===== config.mk =====
export PLATFORM = sky130hd
export DESIGN_NAME = softmax_ctrl_flat
export DESIGN_NICKNAME = d
export VERILOG_FILES = /design/src/rtl/softmax_ctrl_pkg.sv /design/src/rtl/softmax_ctrl_if.sv /design/src/rtl/softmax_div.sv /design/src/rtl/softmax_ctrl.sv /design/src/flat_wrapper.sv
export SDC_FILE = /design/constraint.sdc
export NUM_CORES = 1
export LEC_CHECK = 0
export ABC_AREA = 0
export CAP_MARGIN = 15
export CORE_UTILIZATION = 54
export CTS_CLUSTER_DIAMETER = 60
export DETAILED_ROUTE_END_ITERATION = 6
export GPL_ROUTABILITY_DRIVEN = 0
export HOLD_SLACK_MARGIN = 0.03
export PLACE_DENSITY = 0.87
export SLEW_MARGIN = 15
export SYNTH_ARGS = -nofsm -noshare
export SYNTH_HDL_FRONTEND = slang
export SYNTH_SLANG_ARGS = --single-unit

===== constraint.sdc =====
create_clock -name clk -period 4.8 [get_ports clk]
set_clock_uncertainty 0.2 [all_clocks]
set_input_delay 0.96 -clock clk [delete_from_list [all_inputs] [get_ports clk]]
set_output_delay 0.96 -clock clk [all_outputs]
set_load 0.005 [all_outputs]

===== src/rtl/softmax_ctrl_pkg.sv =====
// softmax_ctrl_pkg: shared FSM state type and width/latency constants
package softmax_ctrl_pkg;
  typedef enum logic [2:0] {IDLE, ACCUM, CHECK, NORM, OUT} state_e;
  function automatic int sum_w(input int n, input int a);
    return a + $clog2(n);
  endfunction
  function automatic int div_cycles(input int a);
    return 2 * a;
  endfunction
  localparam int INPUT_SIZE_DEF = 10;
  localparam int ACTIV_BITS_DEF = 8;
  localparam int SUM_W = sum_w(INPUT_SIZE_DEF, ACTIV_BITS_DEF);
  localparam int DIV_CYCLES = div_cycles(ACTIV_BITS_DEF);
endpackage


===== src/rtl/softmax_ctrl_if.sv =====
// softmax_ctrl_if: input/output vector handshake bundle of the controller
interface softmax_ctrl_if #(
  parameter int INPUT_SIZE = 10,
  parameter int ACTIV_BITS = 8
);
  logic [INPUT_SIZE*ACTIV_BITS-1:0] in_data;
  logic [INPUT_SIZE*ACTIV_BITS-1:0] out_data;
  logic in_valid;
  logic in_ready;
  logic out_valid;
  logic out_ready;
  logic zero_sum;
  logic busy;
  modport master (
    output in_data, in_valid, out_ready,
    input  in_ready, out_data, out_valid, zero_sum, busy
  );
  modport slave (
    input  in_data, in_valid, out_ready,
    output in_ready, out_data, out_valid, zero_sum, busy
  );
endinterface


===== src/rtl/softmax_div.sv =====
// softmax_div: restoring serial divider, one quotient bit per cycle
module softmax_div import softmax_ctrl_pkg::*; #(
  parameter int ACTIV_BITS = 8,
  parameter int SW = sum_w(10, 8)
) (
  input  logic                    clk,
  input  logic                    rst,
  input  logic                    start,
  input  logic [2*ACTIV_BITS-1:0] dividend,
  input  logic [SW-1:0]           divisor,
  output logic [2*ACTIV_BITS-1:0] quotient,
  output logic                    done
);
  localparam int W  = 2 * ACTIV_BITS;
  localparam int DC = div_cycles(ACTIV_BITS);
  localparam int CW = $clog2(DC + 1);
  logic [SW-1:0] rem_q, rem_d, dvs_q, d_in, r_in;
  logic [W-1:0]  quo_q, quo_d, q_in;
  logic [SW:0]   trial;
  logic [CW-1:0] cnt_q;
  logic          ge, done_q;
  // The start cycle already performs the first step so done lands DC cycles after start
  always_comb begin
    r_in  = start ? '0 : rem_q;
    q_in  = start ? dividend : quo_q;
    d_in  = start ? divisor : dvs_q;
    trial = {r_in, q_in[W-1]};
    ge    = trial >= {1'b0, d_in};
    rem_d = ge ? SW'(trial - {1'b0, d_in}) : SW'(trial);
    quo_d = {q_in[W-2:0], ge};
  end
  // Shift/subtract state and the one-cycle done pulse
  always_ff @(posedge clk) begin
    if (rst) begin
      rem_q  <= '0;
      quo_q  <= '0;
      dvs_q  <= '0;
      cnt_q  <= '0;
      done_q <= 1'b0;
    end else begin
      done_q <= 1'b0;
      if (start) begin
        rem_q <= rem_d;
        quo_q <= quo_d;
        dvs_q <= divisor;
        cnt_q <= CW'(DC - 1);
      end else if (cnt_q != '0) begin
        rem_q  <= rem_d;
        quo_q  <= quo_d;
        cnt_q  <= cnt_q - 1'b1;
        done_q <= cnt_q == CW'(1);
      end
    end
  end
  assign quotient = quo_q;
  assign done     = done_q;
endmodule


===== src/rtl/softmax_ctrl.sv =====
// softmax_ctrl: latches a vector, sums it, and divides each element by the sum
module softmax_ctrl import softmax_ctrl_pkg::*; #(
  parameter int INPUT_SIZE = 10,
  parameter int ACTIV_BITS = 8
) (
  input logic          clk,
  input logic          rst,
  softmax_ctrl_if.slave bus
);
  localparam int SW = sum_w(INPUT_SIZE, ACTIV_BITS);
  localparam int VW = INPUT_SIZE * ACTIV_BITS;
  localparam int IW = INPUT_SIZE > 1 ? $clog2(INPUT_SIZE) : 1;
  localparam logic [IW-1:0] LAST = IW'(INPUT_SIZE - 1);
  state_e                  st_q;
  logic [VW-1:0]           vec_q, res_q;
  logic [SW-1:0]           sum_q;
  logic [IW-1:0]           idx_q;
  logic                    in_ready_q, out_valid_q, zero_q, busy_q, start_q, done;
  logic [2*ACTIV_BITS-1:0] quo;
  logic [ACTIV_BITS-1:0]   elem, sat;
  assign elem = vec_q[int'(idx_q)*ACTIV_BITS +: ACTIV_BITS];
  assign sat  = |quo[2*ACTIV_BITS-1:ACTIV_BITS] ? '1 : quo[ACTIV_BITS-1:0];
  softmax_div #(.ACTIV_BITS(ACTIV_BITS), .SW(SW)) u_div (
    .clk      (clk),
    .rst      (rst),
    .start    (start_q),
    .dividend ({elem, {ACTIV_BITS{1'b0}}}),
    .divisor  (sum_q),
    .quotient (quo),
    .done     (done)
  );
  // Control FSM; every handshake/status output is a register updated here
  always_ff @(posedge clk) begin
    if (rst) begin
      st_q        <= IDLE;
      vec_q       <= '0;
      res_q       <= '0;
      sum_q       <= '0;
      idx_q       <= '0;
      in_ready_q  <= 1'b0;
      out_valid_q <= 1'b0;
      zero_q      <= 1'b0;
      busy_q      <= 1'b0;
      start_q     <= 1'b0;
    end else begin
      start_q <= 1'b0;
      case (st_q)
        IDLE:
          if (in_ready_q && bus.in_valid) begin
            vec_q      <= bus.in_data;
            sum_q      <= '0;
            idx_q      <= '0;
            in_ready_q <= 1'b0;
            busy_q     <= 1'b1;
            st_q       <= ACCUM;
          end else
            in_ready_q <= 1'b1;
        ACCUM: begin
          sum_q <= sum_q + SW'(elem);
          idx_q <= idx_q == LAST ? '0 : idx_q + 1'b1;
          if (idx_q == LAST) st_q <= CHECK;
        end
        CHECK:
          if (sum_q == '0) begin
            res_q       <= '0;
            zero_q      <= 1'b1;
            out_valid_q <= 1'b1;
            st_q        <= OUT;
          end else begin
            zero_q  <= 1'b0;
            idx_q   <= '0;
            start_q <= 1'b1;
            st_q    <= NORM;
          end
        NORM:
          if (done) begin
            res_q[int'(idx_q)*ACTIV_BITS +: ACTIV_BITS] <= sat;
            if (idx_q == LAST) begin
              out_valid_q <= 1'b1;
              st_q        <= OUT;
            end else begin
              idx_q   <= idx_q + 1'b1;
              start_q <= 1'b1;
            end
          end
        OUT:
          if (bus.out_ready) begin
            out_valid_q <= 1'b0;
            busy_q      <= 1'b0;
            in_ready_q  <= 1'b1;
            st_q        <= IDLE;
          end
        default: st_q <= IDLE;
      endcase
    end
  end
  assign bus.in_ready  = in_ready_q;
  assign bus.out_valid = out_valid_q;
  assign bus.out_data  = res_q;
  assign bus.zero_sum  = zero_q;
  assign bus.busy      = busy_q;
endmodule


===== src/flat_wrapper.sv =====
// flat-port wrapper written by rule: the top's interface ports become plain ports
module softmax_ctrl_flat import softmax_ctrl_pkg::*;
#(
  parameter int INPUT_SIZE = 10,
  parameter int ACTIV_BITS = 8
)
  (clk, rst, bus_in_data, bus_in_valid, bus_out_ready, bus_in_ready, bus_out_data, bus_out_valid, bus_zero_sum, bus_busy);
  softmax_ctrl_if #(.INPUT_SIZE(INPUT_SIZE), .ACTIV_BITS(ACTIV_BITS)) bus_i ();
  input logic clk;
  input logic rst;
  input wire logic [$bits(bus_i.in_data)-1:0] bus_in_data;
  input wire logic [$bits(bus_i.in_valid)-1:0] bus_in_valid;
  input wire logic [$bits(bus_i.out_ready)-1:0] bus_out_ready;
  output wire logic [$bits(bus_i.in_ready)-1:0] bus_in_ready;
  output wire logic [$bits(bus_i.out_data)-1:0] bus_out_data;
  output wire logic [$bits(bus_i.out_valid)-1:0] bus_out_valid;
  output wire logic [$bits(bus_i.zero_sum)-1:0] bus_zero_sum;
  output wire logic [$bits(bus_i.busy)-1:0] bus_busy;
  assign bus_i.in_data = bus_in_data;
  assign bus_i.in_valid = bus_in_valid;
  assign bus_i.out_ready = bus_out_ready;
  assign bus_in_ready = bus_i.in_ready;
  assign bus_out_data = bus_i.out_data;
  assign bus_out_valid = bus_i.out_valid;
  assign bus_zero_sum = bus_i.zero_sum;
  assign bus_busy = bus_i.busy;
  softmax_ctrl #(.INPUT_SIZE(INPUT_SIZE), .ACTIV_BITS(ACTIV_BITS)) u_core (.clk(clk), .rst(rst), .bus(bus_i));
endmodule

==> metrics.txt <==
Crit Path Category=flip-flop to flip-flop; Die Height=140 microns; Worst Tran Pin Value=1.01 ns; Setup Fix Bufs, Post-CTS=0; drt wl/cell=17.0 microns; antenna viol nets, final=0; hold crit path type=flip-flop to flip-flop; Area after DPL=12100 sq um; worst relative slew slack=0.325; FF-to-FF End=u_core.u_div.rem_q[4]; Rows=50; Fin Hold WS=0.253 ns; Final Util=0.692; status=complete, no violations; syn nets=1276; initial drt markers=730; First-pass DRT Iterations=7; final setup fails=0; core area=18700 sq um; top_reg_cell synth=dfxtp_1; Final Cycle Share=0.820; Reg-to-Reg Start=u_core.idx_q[1]; grt ovf=0; clk root buf=clkbuf_16; Die Area=19600 sq um; Critical Path Source=u_core.idx_q[1]; share of cells above drive strength 1=0.0735; Filler cells=1387; DP Wirelength=18500 microns; Setup crit start kind=flip-flop; top cells by area, synth=dfxtp_1 45%, nand2_1 8.5%, a21oi_1 6.2%, a22o_1 5.2%, mux4_2 3.5%; Netlist cell types=68; vias per cell=5.96; # diodes=0; Nets=1414; Longest Clk Path Bufs=3; synthesized flop and latch total=230; crit path DAT=4.15 ns; Pwr Density=476 nW/um^2; ys async rst share=0; area growth from synthesis to layout=25.6%; synthesized area=10300 sq um; area leader, netlist=dfxtp_1; CP max FO=11; clock buffer count from CTS=23; most common cell in the netlist=nand2_1; # placed instances=1511; setup ws final=0.863 ns; CP endpoint=u_core.u_div.rem_q[4]; Max-cap violations=0; H-tree Lvls=1; vias after detailed routing=9253; Worst-path clk slew=0.06 ns; clk sinks=230; initial antenna violation count=0; P_leak=4.64 nW; Yosys top cell area share=0.447; die width=140 microns; Pwr Total=6.17 mW; I/O Buffers=167; sequential area share after synthesis=0.447; synthesized area per cell=8.85 sq um; Hold-fix buffers, CTS=0; Sum Neg Setup Slack=0 ns; Slew Viols, Final=0; drt total wl=26400 microns; FMAX=254 MHz; EDFF count, synth=0; largest net degree at the start of global routing=103; Mapped Cells=1164; initial core utilization=0.551; TritonCTS clock tree=yes; reg2reg path depth=11; Resized Gates After CTS=0; Layout Cells excl Fill=1553; peak supply drop=249 uV; number of global-route vias before repair=8668; Worst setup EP type=flip-flop; CP Data Required Time=5.02 ns; top cells by count, synth=233 x nand2_1, 230 x dfxtp_1, 127 x a21oi_1, 91 x nor2_1, 61 x a22o_1; first-pass GRT wire length=42800 microns; yosys warns=0; final instance area=12900 sq um; Fin. Hold Viols=0; GRT Overall Usage=0.266; io pins=168; unrepaired setup endpoints after global routing=no; clk_lat worst skew=0.53 ns; Residual DRC=0; FF-to-FF setup slack=0.86 ns; Post-Place Worst Slack=0.928 ns; min cycle time layout=3.94 ns
[metal layers]
layer	up-vias	global-route usage	share of wire	wire (microns)
li1	4438	-	-	-
met1	4330	0.351	0.43	11300
met2	419	0.435	0.46	12300
met3	66	0.0468	0.079	2090
met4	0	0.102	0.031	817
met5	-	0	0	0
[registers in the layout, summed over array words and instances, names as in the netlist, 3 cells and up]
name / cells
u_core.vec_q: 80
u_core.u_div.dvs_q: 12
u_core.bus.out_data: 80
u_core.idx_q: 4
u_core.u_div.quotient: 16
u_core.u_div.rem_q: 12
u_core.sum_q: 12
u_core.st_q: 3
u_core.u_div.cnt_q: 5
[cell type report]
cell class              instances  area, sq um  area share
clock inverters                11          198      0.0153
repair buffers                178         1750       0.135
well taps                     234          293      0.0226
multi-input cells             852         5380       0.415
inverters                      17         65.1     0.00503
clock buffers                  31          656      0.0506
flip-flops and latches        230         4610       0.356
[where the power goes]
part	total, mW	switching, mW	internal [mW]	leakage [nW]
registers	2.28	0.174	2.10	1.86
logic	1.90	1.19	0.709	2.36
clock network	1.99	0.756	1.23	0.419
[worst min-delay path by stage]
stage	from	end	slack [ns]	cells after the start
after floorplan	u_core.vec_q[79]	u_core.vec_q[79]	0.23	2
after global placement	u_core.vec_q[54]	u_core.vec_q[54]	0.24	2
after detailed placement	u_core.vec_q[57]	u_core.vec_q[57]	0.25	2
after CTS	u_core.vec_q[48]	u_core.vec_q[48]	0.25	2
after global routing	u_core.vec_q[54]	u_core.vec_q[54]	0.28	2
final	u_core.vec_q[17]	u_core.vec_q[17]	0.25	2
[cell families (layout without fill, tap and decap cells)]
logic type / Yosys count / in the layout / share of synthesized area
AOI/OAI and AO/OA: 299 / 299 / 0.194
buffers and inverters: 82 / 237 / 0.0323
muxes: 55 / 55 / 0.0736
and+or+nand+nor: 460 / 460 / 0.209
xor gates and xnor gates: 10 / 10 / 0.00850
DFF: 230 / 230 / 0.447
adders and majority gates: 28 / 28 / 0.0355
[critical path, cell delays in order, from the launching register on]
cell and delay [ns]:
dfxtp_1 0.57, mux4_2 0.55, nand2_1 0.08, a31oi_1 0.17, mux2i_1 0.24, ha_1 0.28, nand2_1 0.07, nor3_1 0.07
or4_1 0.42, o31ai_2 0.71, a22oi_1 0.20, a211oi_1 0.27
[layout by cell type (no fill, tap or decap), types with 21 or more instances in the layout]
cell / instances
a21oi_1: 127
a22o_1: 61
clkbuf_16: 23
clkdlybuf4s50_1: 166
dfxtp_1: 229
ha_1: 26
mux2i_1: 33
nand2_1: 232
nand3_1: 22
nor2_1: 91
o21ai_0: 21
(Power assumes the default switching activity.)
